<file path="config.mk">
export PLATFORM = sky130hd
export DESIGN_NAME = mips_run_ctrl_flat
export DESIGN_NICKNAME = d
export VERILOG_FILES = /design/src/rtl/mips_run_ctrl_pkg.sv /design/src/rtl/mips_run_ctrl_if.sv /design/src/rtl/mips_run_ctrl_timer.sv /design/src/rtl/mips_run_ctrl.sv /design/src/flat_wrapper.sv
export SDC_FILE = /design/constraint.sdc
export NUM_CORES = 1
export LEC_CHECK = 0
export CAP_MARGIN = 25
export CORE_MARGIN = 2
export CORE_UTILIZATION = 40
export DETAILED_ROUTE_END_ITERATION = 6
export PLACE_DENSITY = 0.74
export SLEW_MARGIN = 20
export SYNTH_ARGS = -nofsm -noshare
export SYNTH_HDL_FRONTEND = slang
export SYNTH_SLANG_ARGS = --single-unit
</file>
<file path="constraint.sdc">
create_clock -name clk1 -period 6.4 [get_ports clk1]
set_input_delay 1.28 -clock clk1 [delete_from_list [all_inputs] [get_ports clk1]]
set_output_delay 1.28 -clock clk1 [all_outputs]
set_load 0.02 [all_outputs]
</file>
<file path="src/rtl/mips_run_ctrl_pkg.sv">
// Shared definitions for the MIPS_64 load-and-run sequencer:
// state codes, status bit positions and the core init bundle.
package mips_ctrl_pkg;

  typedef enum logic [2:0] {
    S_IDLE  = 3'd0,
    S_LOAD  = 3'd1,
    S_PRIME = 3'd2,
    S_RUN   = 3'd3,
    S_DONE  = 3'd4,
    S_TMO   = 3'd5,
    S_ERR   = 3'd6
  } state_e;

  localparam int ST_DONE = 0;
  localparam int ST_TMO  = 1;
  localparam int ST_ERR  = 2;
  localparam int ST_W    = 3;

  // Fields the core clears together on the init pulse.
  typedef struct packed {
    logic pc;
    logic halted;
    logic taken_branch;
  } core_init_t;

  localparam core_init_t CORE_INIT_ALL = '{
    pc: 1'b1, halted: 1'b1, taken_branch: 1'b1
  };
  localparam core_init_t CORE_INIT_NONE = '0;

  function automatic logic start_ok(state_e s);
    return s inside {S_IDLE, S_DONE, S_TMO, S_ERR};
  endfunction

endpackage

</file>
<file path="src/rtl/mips_run_ctrl_if.sv">
// Program-load, instruction-memory write and core control
// signals between the sequencer and its neighbours.
interface mips_run_ctrl_if #(
  parameter int IMEM_AW = 10,
  parameter int DATA_W  = 64
);
  logic               ld_valid;
  logic [DATA_W-1:0]  ld_data;
  logic               ld_last;
  logic               ld_ready;
  logic               imem_we;
  logic [IMEM_AW-1:0] imem_addr;
  logic [DATA_W-1:0]  imem_wdata;
  logic               core_init;
  logic               core_hold;
  logic               core_halted;

  modport master (
    input  ld_valid, ld_data, ld_last, core_halted,
    output ld_ready, imem_we, imem_addr, imem_wdata,
    output core_init, core_hold
  );

  modport slave (
    output ld_valid, ld_data, ld_last, core_halted,
    input  ld_ready, imem_we, imem_addr, imem_wdata,
    input  core_init, core_hold
  );
endinterface

</file>
<file path="src/rtl/mips_run_ctrl_timer.sv">
// Saturating run-cycle counter with a terminal-count flag
// that fires on the cycle whose increment reaches TIMEOUT_CYC.
module mips_run_timer #(
  parameter int CNT_W       = 32,
  parameter int TIMEOUT_CYC = 4096
) (
  input  logic             clk,
  input  logic             rst,
  input  logic             clr_i,
  input  logic             en_i,
  output logic [CNT_W-1:0] cnt_o,
  output logic             tc_o
);
  localparam logic [CNT_W-1:0] TC_M1 = CNT_W'(TIMEOUT_CYC - 1);
  localparam logic [CNT_W-1:0] ONE   = CNT_W'(1);

  logic [CNT_W-1:0] cnt_q, cnt_d;

  always_comb begin
    cnt_d = cnt_q;
    if (clr_i)
      cnt_d = '0;
    else if (en_i && (cnt_q != '1))
      cnt_d = cnt_q + ONE;
  end

  always_ff @(posedge clk or posedge rst) begin
    if (rst) cnt_q <= '0;
    else     cnt_q <= cnt_d;
  end

  assign cnt_o = cnt_q;
  assign tc_o  = (cnt_q == TC_M1);
endmodule

</file>
<file path="src/rtl/mips_run_ctrl.sv">
// Load-and-run sequencer: streams the image into imem,
// primes the core, then runs it until HLT or timeout.
module mips_run_ctrl
  import mips_ctrl_pkg::*;
#(
  parameter int IMEM_AW     = 10,
  parameter int DATA_W      = 64,
  parameter int CNT_W       = 32,
  parameter int TIMEOUT_CYC = 4096
) (
  input  logic               clk1,
  input  logic               reset,
  input  logic               start,
  input  logic               abort,
  mips_run_ctrl_if.master    bus,
  output logic [2:0]         state,
  output logic [IMEM_AW:0]   prog_len,
  output logic [CNT_W-1:0]   run_cycles,
  output logic               done,
  output logic               timeout,
  output logic               err
);
  localparam logic [IMEM_AW-1:0] P_ONE = IMEM_AW'(1);
  localparam logic [IMEM_AW:0]   L_ONE = (IMEM_AW+1)'(1);

  state_e               state_q, state_d;
  logic [IMEM_AW-1:0]   ptr_q, ptr_d;
  logic [IMEM_AW:0]     len_q, len_d;
  logic [ST_W-1:0]      stat_q, stat_d;
  logic                 rdy_q, hold_q, we_q;
  core_init_t           init_q;
  logic [IMEM_AW-1:0]   addr_q;
  logic [DATA_W-1:0]    wdata_q;
  logic                 xfer, tmr_clr, tmr_en, tmr_tc;

  assign xfer = (state_q == S_LOAD) && bus.ld_valid && rdy_q;

  always_comb begin
    state_d = state_q;
    ptr_d   = ptr_q;
    len_d   = len_q;
    stat_d  = stat_q;
    tmr_clr = 1'b0;
    tmr_en  = 1'b0;
    if (abort) begin
      state_d = S_IDLE;
      stat_d  = '0;
    end else if (start && start_ok(state_q)) begin
      state_d = S_LOAD;
      ptr_d   = '0;
      len_d   = '0;
      stat_d  = '0;
      tmr_clr = 1'b1;
    end else begin
      unique case (state_q)
        S_LOAD: if (xfer) begin
          ptr_d = ptr_q + P_ONE;
          if (bus.ld_last) begin
            state_d = S_PRIME;
            len_d   = {1'b0, ptr_q} + L_ONE;
          end else if (&ptr_q) begin
            state_d         = S_ERR;
            stat_d[ST_ERR]  = 1'b1;
          end
        end
        S_PRIME: state_d = S_RUN;
        // Halt beats the timeout when both land together.
        S_RUN: if (bus.core_halted) begin
          state_d         = S_DONE;
          stat_d[ST_DONE] = 1'b1;
        end else begin
          tmr_en = 1'b1;
          if (tmr_tc) begin
            state_d        = S_TMO;
            stat_d[ST_TMO] = 1'b1;
          end
        end
        S_IDLE, S_DONE, S_TMO, S_ERR: ;
        default: state_d = S_IDLE;
      endcase
    end
  end

  always_ff @(posedge clk1 or posedge reset) begin
    if (reset) begin
      state_q <= S_IDLE;
      ptr_q   <= '0;
      len_q   <= '0;
      stat_q  <= '0;
      rdy_q   <= 1'b0;
      hold_q  <= 1'b1;
      init_q  <= CORE_INIT_NONE;
      we_q    <= 1'b0;
      addr_q  <= '0;
      wdata_q <= '0;
    end else begin
      state_q <= state_d;
      ptr_q   <= ptr_d;
      len_q   <= len_d;
      stat_q  <= stat_d;
      rdy_q   <= (state_d == S_LOAD);
      hold_q  <= (state_d != S_RUN);
      init_q  <= (state_d == S_PRIME) ? CORE_INIT_ALL
                                      : CORE_INIT_NONE;
      we_q    <= xfer;
      if (xfer) begin
        addr_q  <= ptr_q;
        wdata_q <= bus.ld_data;
      end
    end
  end

  mips_run_timer #(
    .CNT_W       (CNT_W),
    .TIMEOUT_CYC (TIMEOUT_CYC)
  ) u_timer (
    .clk   (clk1),
    .rst   (reset),
    .clr_i (tmr_clr),
    .en_i  (tmr_en),
    .cnt_o (run_cycles),
    .tc_o  (tmr_tc)
  );

  assign bus.ld_ready   = rdy_q;
  assign bus.core_hold  = hold_q;
  assign bus.core_init  = |init_q;
  assign bus.imem_we    = we_q;
  assign bus.imem_addr  = addr_q;
  assign bus.imem_wdata = wdata_q;
  assign state          = state_q;
  assign prog_len       = len_q;
  assign done           = stat_q[ST_DONE];
  assign timeout        = stat_q[ST_TMO];
  assign err            = stat_q[ST_ERR];
endmodule

</file>
<file path="src/flat_wrapper.sv">
// flat-port wrapper written by rule: the top's interface ports become plain ports
module mips_run_ctrl_flat import mips_ctrl_pkg::*;
#(
  parameter int IMEM_AW     = 10,
  parameter int DATA_W      = 64,
  parameter int CNT_W       = 32,
  parameter int TIMEOUT_CYC = 4096
)
  (clk1, reset, start, abort, state, prog_len, run_cycles, done, timeout, err, bus_ld_valid, bus_ld_data, bus_ld_last, bus_core_halted, bus_ld_ready, bus_imem_we, bus_imem_addr, bus_imem_wdata, bus_core_init, bus_core_hold);
  mips_run_ctrl_if #(.IMEM_AW(IMEM_AW), .DATA_W(DATA_W)) bus_i ();
  input  logic clk1;
  input  logic reset;
  input  logic start;
  input  logic abort;
  output logic [2:0] state;
  output logic [IMEM_AW:0] prog_len;
  output logic [CNT_W-1:0] run_cycles;
  output logic done;
  output logic timeout;
  output logic err;
  input wire logic [$bits(bus_i.ld_valid)-1:0] bus_ld_valid;
  input wire logic [$bits(bus_i.ld_data)-1:0] bus_ld_data;
  input wire logic [$bits(bus_i.ld_last)-1:0] bus_ld_last;
  input wire logic [$bits(bus_i.core_halted)-1:0] bus_core_halted;
  output wire logic [$bits(bus_i.ld_ready)-1:0] bus_ld_ready;
  output wire logic [$bits(bus_i.imem_we)-1:0] bus_imem_we;
  output wire logic [$bits(bus_i.imem_addr)-1:0] bus_imem_addr;
  output wire logic [$bits(bus_i.imem_wdata)-1:0] bus_imem_wdata;
  output wire logic [$bits(bus_i.core_init)-1:0] bus_core_init;
  output wire logic [$bits(bus_i.core_hold)-1:0] bus_core_hold;
  assign bus_i.ld_valid = bus_ld_valid;
  assign bus_i.ld_data = bus_ld_data;
  assign bus_i.ld_last = bus_ld_last;
  assign bus_i.core_halted = bus_core_halted;
  assign bus_ld_ready = bus_i.ld_ready;
  assign bus_imem_we = bus_i.imem_we;
  assign bus_imem_addr = bus_i.imem_addr;
  assign bus_imem_wdata = bus_i.imem_wdata;
  assign bus_core_init = bus_i.core_init;
  assign bus_core_hold = bus_i.core_hold;
  mips_run_ctrl #(.IMEM_AW(IMEM_AW), .DATA_W(DATA_W), .CNT_W(CNT_W), .TIMEOUT_CYC(TIMEOUT_CYC)) u_core (.clk1(clk1), .reset(reset), .start(start), .abort(abort), .bus(bus_i), .state(state), .prog_len(prog_len), .run_cycles(run_cycles), .done(done), .timeout(timeout), .err(err));
endmodule
</file>
Word-level counts from Yosys, hierarchy flattened

Index checks and enable logic that the tools add are counted.

Equality and inequality tests: 13
Muxes and demuxes: 34
Reductions and logical operators: 24
Add/sub/neg operators: 3
Bitwise logic cells: 1

Operators by type and width:

| cell                                            | number |
|---|---|
| 2-to-1 mux 32 bit                               | 2 |
| 2-to-1 mux 11 bit                               | 4 |
| adder 32 x 1 -> 32 bit, second input constant   | 1 |
| == test 32 x 12 -> 1 bit, second input constant | 1 |
| != test 32 bit, second input constant           | 1 |
| 2-to-1 mux 10 bit                               | 3 |
| 2-to-1 mux 3 bit                                | 10 |
| nonzero test 3 bit                              | 6 |
| 2-to-1 mux 1 bit                                | 13 |
| one-hot mux 3 bit (4 select lines)              | 1 |
| adder 10 x 1 -> 11 bit, second input constant   | 1 |
| adder 10 x 1 -> 10 bit, second input constant   | 1 |
| AND reduction 10 bit                            | 1 |
| == test 3 x 2 -> 1 bit, second input constant   | 3 |
| == test 3 bit, second input constant            | 3 |
| != test 3 x 2 -> 1 bit, second input constant   | 3 |
| AND reduction 4 bit                             | 2 |
| nonzero test 2 bit                              | 4 |
| == test 3 x 1 -> 1 bit, second input constant   | 2 |
| AND reduction 3 bit                             | 2 |
| logical AND 1 bit                               | 4 |
| nonzero test 4 bit                              | 1 |
| OR reduction 4 bit                              | 1 |
| logical NOT 3 bit                               | 1 |
| other kinds (4)                                 | 4 |

Logic and storage cells: 90
Output and inout bits: 127
Flip-flop bits (word level): 139
Input bits: 71

Logic depth before layout (Yosys ltp)

Depth in word-level cells: 9
Depth in mapped cells: 9
Mapped depth without buffers: 6

By module

A second synthesis with hierarchy kept.

Cells, all modules: 659
Area total of the unflattened synthesis: 6060.8 µm²

Modules (own cells, without submodules):

| module         | instances | cells an instance | area an instance (µm²) | seq. area each (µm²) |
|---|---|---|---|---|
| mips_run_ctrl  | 1         | 455               | 4224.1                 | 2628.8 |
| mips_run_timer | 1         | 204               | 1836.8                 | 800.8 |

Worst setup path after synthesis

OpenSTA, ideal clock, no wires.

Kind: in2reg
Start: input bus_core_halted
End: register u_core.u_timer.cnt_q[31], in the netlist u_core.u_timer.cnt_o[31]
Path slack: 3680 ps
Cell stages on the path: 5
Buffers on the path: 0
Data required time: 6322 ps
Setup time: 78 ps
Data arrival time: 2642 ps
Cell sequence: and4bb_2 and4_2 o311ai_2 or4_1 a21oi_1

Cells in the longest elaborated chain, start to end: 6

RTL lines:

| element                             | RTL line                  | source |
|---|---|---|
| from (decl)                         | flat_wrapper.sv:24        | `input wire logic [$bits(bus_i.core_halted)-1:0] bus_core_halted;` |
| 2-to-1 mux 1 bit                    | mips_run_ctrl.sv:68       | `S_RUN: if (bus.core_halted) begin` |
| 2-to-1 mux 1 bit                    | mips_run_ctrl.sv:55       | `unique case (state_q)` |
| 2-to-1 mux 1 bit                    | mips_run_ctrl.sv:48       | `end else if (start && start_ok(state_q)) begin` |
| 2-to-1 mux 1 bit                    | mips_run_ctrl.sv:45       | `if (abort) begin` |
| logical AND 1 bit                   | mips_run_ctrl_timer.sv:23 | `else if (en_i && (cnt_q != '1))` |
| nonzero test 2 bit (no source line) | n/a                       |  |
| to (signal assigned)                | mips_run_ctrl_timer.sv:29 | `else cnt_q <= cnt_d;` |
| to (decl)                           | mips_run_ctrl_timer.sv:17 | `logic [CNT_W-1:0] cnt_q, cnt_d;` |

No other way between the ends.
A chain may end at the register's enable or synchronous reset.

Final worst setup path

Start: input bus_ld_valid
End: register u_core.ptr_q[4]

Cells in the longest elaborated chain, start to end: 4

RTL lines:

| element                              | RTL line            | source |
|---|---|---|
| from (decl)                          | flat_wrapper.sv:21  | `input wire logic [$bits(bus_i.ld_valid)-1:0] bus_ld_valid;` |
| logical AND 1 bit (2 in series)      | mips_run_ctrl.sv:36 | `assign xfer = (state_q == S_LOAD) && bus.ld_valid && rdy_q;` |
| nonzero test 2 bit (no source line)  | n/a                 |  |
| AND reduction 3 bit (no source line) | n/a                 |  |
| to (signal assigned)                 | mips_run_ctrl.sv:98 | `ptr_q <= ptr_d;` |
| to (decl)                            | mips_run_ctrl.sv:27 | `logic [IMEM_AW-1:0] ptr_q, ptr_d;` |

No other way between the ends.

==> reports/metrics.csv <==
stage;metric;value;unit
worst_setup_path;nature of the critical path startpoint;input pin;
synth;Synth area leaders;sky130_fd_sc_hd__dfrtp_1 (54%), sky130_fd_sc_hd__nand2_1 (15%), sky130_fd_sc_hd__nand3_1 (2.4%), sky130_fd_sc_hd__a21oi_1 (2.3%), sky130_fd_sc_hd__o31ai_1 (2.1%);
synth;area of the mapped netlist;0.00630;mm^2
worst_setup_path;worst r2r src;u_core.state[2]$_DFF_PP0_;
drt;length of routed met2 wiring;7830;um
cts;number of levels in the clock H-tree;4;
global_route;GRT Residual Overflow;0;
synth;share of the synthesized netlist area taken by xor and xnor gates;1.25;%
synth;multiplexer share of the synthesized area;1.45;%
timing;Setup TNS;0;ns
timing;Max-slew headroom;44.5;%
worst_hold_path;worst min-delay path category;register to register;
drt;detailed route wirelength on metal3;1080;um
synth;most frequent cell after synthesis;sky130_fd_sc_hd__nand2_1;
pwr;fraction of power consumed by the clock network;31.9;%
worst_setup_path;endpoint of the worst register-to-register path;u_core.ptr_q[4]$_DFFE_PP0P_;
outcome;result of the run;completed;
cts;hold buffer count at cts;0;
global_route;vias in the first global route;5279;
worst_setup_path;Crit path required time;6.72;ns
worst_hold_path;hold_sp;u_core.bus.imem_wdata[54]$_DFFE_PP0N_;
cts;deepest clock path buffer count;2;
cts;number of buffers added by the clock tree synthesis step;17;
pwr;Worst IR Drop VDD;0.202;mV
worst_setup_path;crit path DAT;3.68;ns
die;total I/O pin count;198;
worst_setup_path;number of cells on the worst reg-to-reg path;6;
placed_design;number of I/O port buffers;197;
synth;mean instance size in the synthesized netlist;9.23;um^2
drt;violation count after the first detailed-routing iteration;349;
drt;first-pass iteration count of the detailed router;4;
cts;# Post-CTS Setup Buffers;0;
timing;number of setup violations in the final report;0;
synth;nets in the synthesized netlist;756;
worst_setup_path;CP Max Fanout;48;
timing;number of pins with negative max-slew slack in the final report;0;
job;Max Cap Viol;0;
drt;Vias;5600;
global_route;largest net degree at the start of global routing;88;
cts;latest clock arrival within the worst-skew pair;0.41;ns
timing;hold_ws;0.470;ns
pwr;sequential cell fraction of total power;38.7;%
global_route;overall routing resource usage;20.3;%
synth;most used flip-flop cell after synthesis;sky130_fd_sc_hd__dfrtp_1;
timing;unrepaired setup endpoints after global routing;false;
synth;largest area contributor in the netlist;sky130_fd_sc_hd__dfrtp_1;
drt;remaining design rule violation count;0;
die;Placeable Area;0.0153;mm^2
cts;number of clock sinks seen by CTS;137;
drt;highest routed metal layer;met4;
pwr;switching power;946;uW
die;initial core utilization;41.1;%
synth;number of flops mapped to enable cells by yosys;0;
placed_design;placer congestion estimate;0.803;
synth;number of flip-flops and latches in the synthesized netlist;137;
pwr;static leakage power;4.03;nW
timing;clock period minus final worst setup slack;3.36;ns
die;horizontal extent of the die;130;um
worst_setup_path;startpoint-to-endpoint class of the critical path;input pin to register;
synth;cells after synthesis;683;
drt;wire length per cell;15.2;um
synth;complex-gate fraction of the synthesized area;10.1;%
synth;most common library cells after synthesis;sky130_fd_sc_hd__nand2_1 (252), sky130_fd_sc_hd__dfrtp_1 (136), sky130_fd_sc_hd__nand3_1 (30);
timing;max frequency;298;MHz
die;DIE HEIGHT;130;um
timing;endpoints failing hold;0;
pwr;cell-internal power;2.04;mW
timing;post-route fraction of the period consumed by the critical path;52.5;%
placed_design;post-detail-place hpwl;11300;um
drt;met1 layer wirelength in the final routing;7430;um
synth;count of different cell masters after synthesis;64;
synth;sequential area share after synthesis;54.4;%
worst_hold_path;hold path endpoint;u_core.bus.imem_wdata[54]$_DFFE_PP0N_;
synth;top-area cell type share of the netlist area;54.0;%
finish;total number of nets in the final design;943;
pwr;switching share of total power;31.6;%
global_route;wire length of the first global-routing pass;27000;um
worst_setup_path;register-to-register setup slack;3.75;ns
finish;Inserted Diodes;0;
worst_setup_path;critical path capture point type;register;
die;number of rows in the core area;45;
finish;area growth from synthesis to layout;42.9;%
drt;aggregate routed wire length;16600;um
pwr;combinational cell fraction of total power;29.4;%
cts;number of gates resized after CTS;0;
drt;DRT antenna net count;0;
worst_hold_path;cell depth of the worst min-delay path;2;
timing;Slew @ Worst Pin;0.826;ns
drt;number of vias per cell after detailed routing;5.12;
cts;CTS tree;yes;
synth;synthesis warning total;0;
timing;clock skew after layout;0.00739;ns
global_route;antenna violations before repair;0;
pwr;total power per unit cell area;332;mW/mm^2
synth;adder-cell area share of the yosys netlist;0.397;%
die;floorplan die area;0.0168;mm^2
finish;share of layout cells above drive strength 1;7.59;%
synth;dominant combinational cell family by area after synthesis;simple AND/OR/NAND/NOR gates;
synth;simple logic cell fraction of the synthesized area;29.1;%
cts;Clock Tree Root;sky130_fd_sc_hd__clkbuf_16;
cts;Clk pin slew, worst setup/hold paths;0.06;ns
synth;Async S/R FF share, synth;100;%
stage by stage:
stage	cell area [um^2]	power (mW)	util, %	std cells	worst slack, ns
after floorplan	6300	1.57	-	683	1.45
after global placement	8420	2.04	55.0	1061	2.59
after detailed placement	8420	2.05	55.0	1061	2.54
after CTS	8990	3.02	58.7	1093	2.98
after global routing	9010	3.13	58.8	1094	2.80
final	9010	2.99	58.8	1094	3.04
how the worst max path moves through the flow:
stage / cells after the start / slack (ns) / startpoint / endpoint
5_1_grt: 7 / 2.80 / bus_ld_valid / u_core.ptr_q[4]$_DFFE_PP0P_
6_report: 7 / 3.04 / bus_ld_valid / u_core.ptr_q[4]$_DFFE_PP0P_
3_3_place_gp: 5 / 2.59 / abort / u_core.u_timer.cnt_o[4]$_DFFE_PP0P_
3_5_place_dp: 5 / 2.54 / abort / u_core.u_timer.cnt_o[4]$_DFFE_PP0P_
2_1_floorplan: 1 / 1.45 / reset / u_core.bus.imem_addr[0]$_DFFE_PP0N_
4_1_cts: 5 / 2.98 / abort / u_core.u_timer.cnt_o[4]$_DFFE_PP0P_
placed cells by master, fill, tap and decap left out, types with 6 or more instances in the layout:
cell	netlist	final
sky130_fd_sc_hd__nor3_1	12	11
sky130_fd_sc_hd__xnor2_1	8	8
sky130_fd_sc_hd__nand2b_1	9	9
sky130_fd_sc_hd__inv_1	7	6
sky130_fd_sc_hd__nand2_1	252	252
sky130_fd_sc_hd__or4_1	8	8
sky130_fd_sc_hd__dfrtp_1	136	136
sky130_fd_sc_hd__mux2i_1	8	8
sky130_fd_sc_hd__clkdlybuf4s50_1	0	197
sky130_fd_sc_hd__nand3_1	30	30
sky130_fd_sc_hd__nor2_1	15	15
sky130_fd_sc_hd__a21oi_1	29	29
sky130_fd_sc_hd__o31ai_1	18	18
sky130_fd_sc_hd__or3_1	9	9
sky130_fd_sc_hd__and3_1	8	8
sky130_fd_sc_hd__o21ai_0	19	19
sky130_fd_sc_hd__clkbuf_16	0	17
sky130_fd_sc_hd__nand4_1	7	7
state kept, by name (all words and copies together), names as in the netlist:
signal                 count
u_core.bus.imem_we         1
u_core.bus.core_hold       1
u_core.prog_len           11
u_core.state               3
u_core.bus.imem_wdata     64
u_core.init_q              1
u_core.stat_q              3
u_core.bus.ld_ready        1
u_core.ptr_q              10
u_core.bus.imem_addr      10
u_core.u_timer.cnt_o      32
cells by family (layout without fill, tap and decap cells):
kind of cell,after synthesis,count (layout)
adders and majority gates,2,2
and+or+nand+nor,386,386
AOI/OAI and AO/OA,96,96
xor gates and xnor gates,9,9
muxes,9,9
DFF,137,137
buffers and inverters,44,244
area by class of cell:
| type | instances | area, um^2 |
|---|---|---|
| timing repair buffer | 203 | 2020 |
| fill | 1356 | 6310 |
| sequential | 137 | 3430 |
| multi-input combinational | 502 | 2670 |
| clock inverter | 11 | 95.1 |
| tap | 211 | 264 |
| inverter | 9 | 38.8 |
| clock buffer | 21 | 480 |
critical path, stage by stage:
cell	delay, ns
sky130_fd_sc_hd__clkdlybuf4s50_1	0.47
sky130_fd_sc_hd__nand3b_1	0.14
sky130_fd_sc_hd__or2_2	0.33
sky130_fd_sc_hd__inv_2	0.46
sky130_fd_sc_hd__buf_4	0.54
sky130_fd_sc_hd__nand2_1	0.18
sky130_fd_sc_hd__o31ai_1	0.24
power groups by stage:
stage / clock network, mW / registers [mW] / logic (mW)
after floorplan: 0 / 1.39 / 0.186
after global placement: 0 / 1.17 / 0.877
after detailed placement: 0 / 1.16 / 0.893
after CTS: 0.973 / 1.16 / 0.891
after global routing: 1.01 / 1.18 / 0.942
final: 0.953 / 1.16 / 0.879
routing by layer:
| layer | global-route usage [%] | vias to the layer above |
|---|---|---|
| met5 | 0 | - |
| met4 | 6.96 | 0 |
| met3 | 5.95 | 25 |
| met2 | 31.2 | 190 |
| met1 | 27.6 | 2666 |
| li1 | - | 2719 |
(Power assumes the default switching activity.)
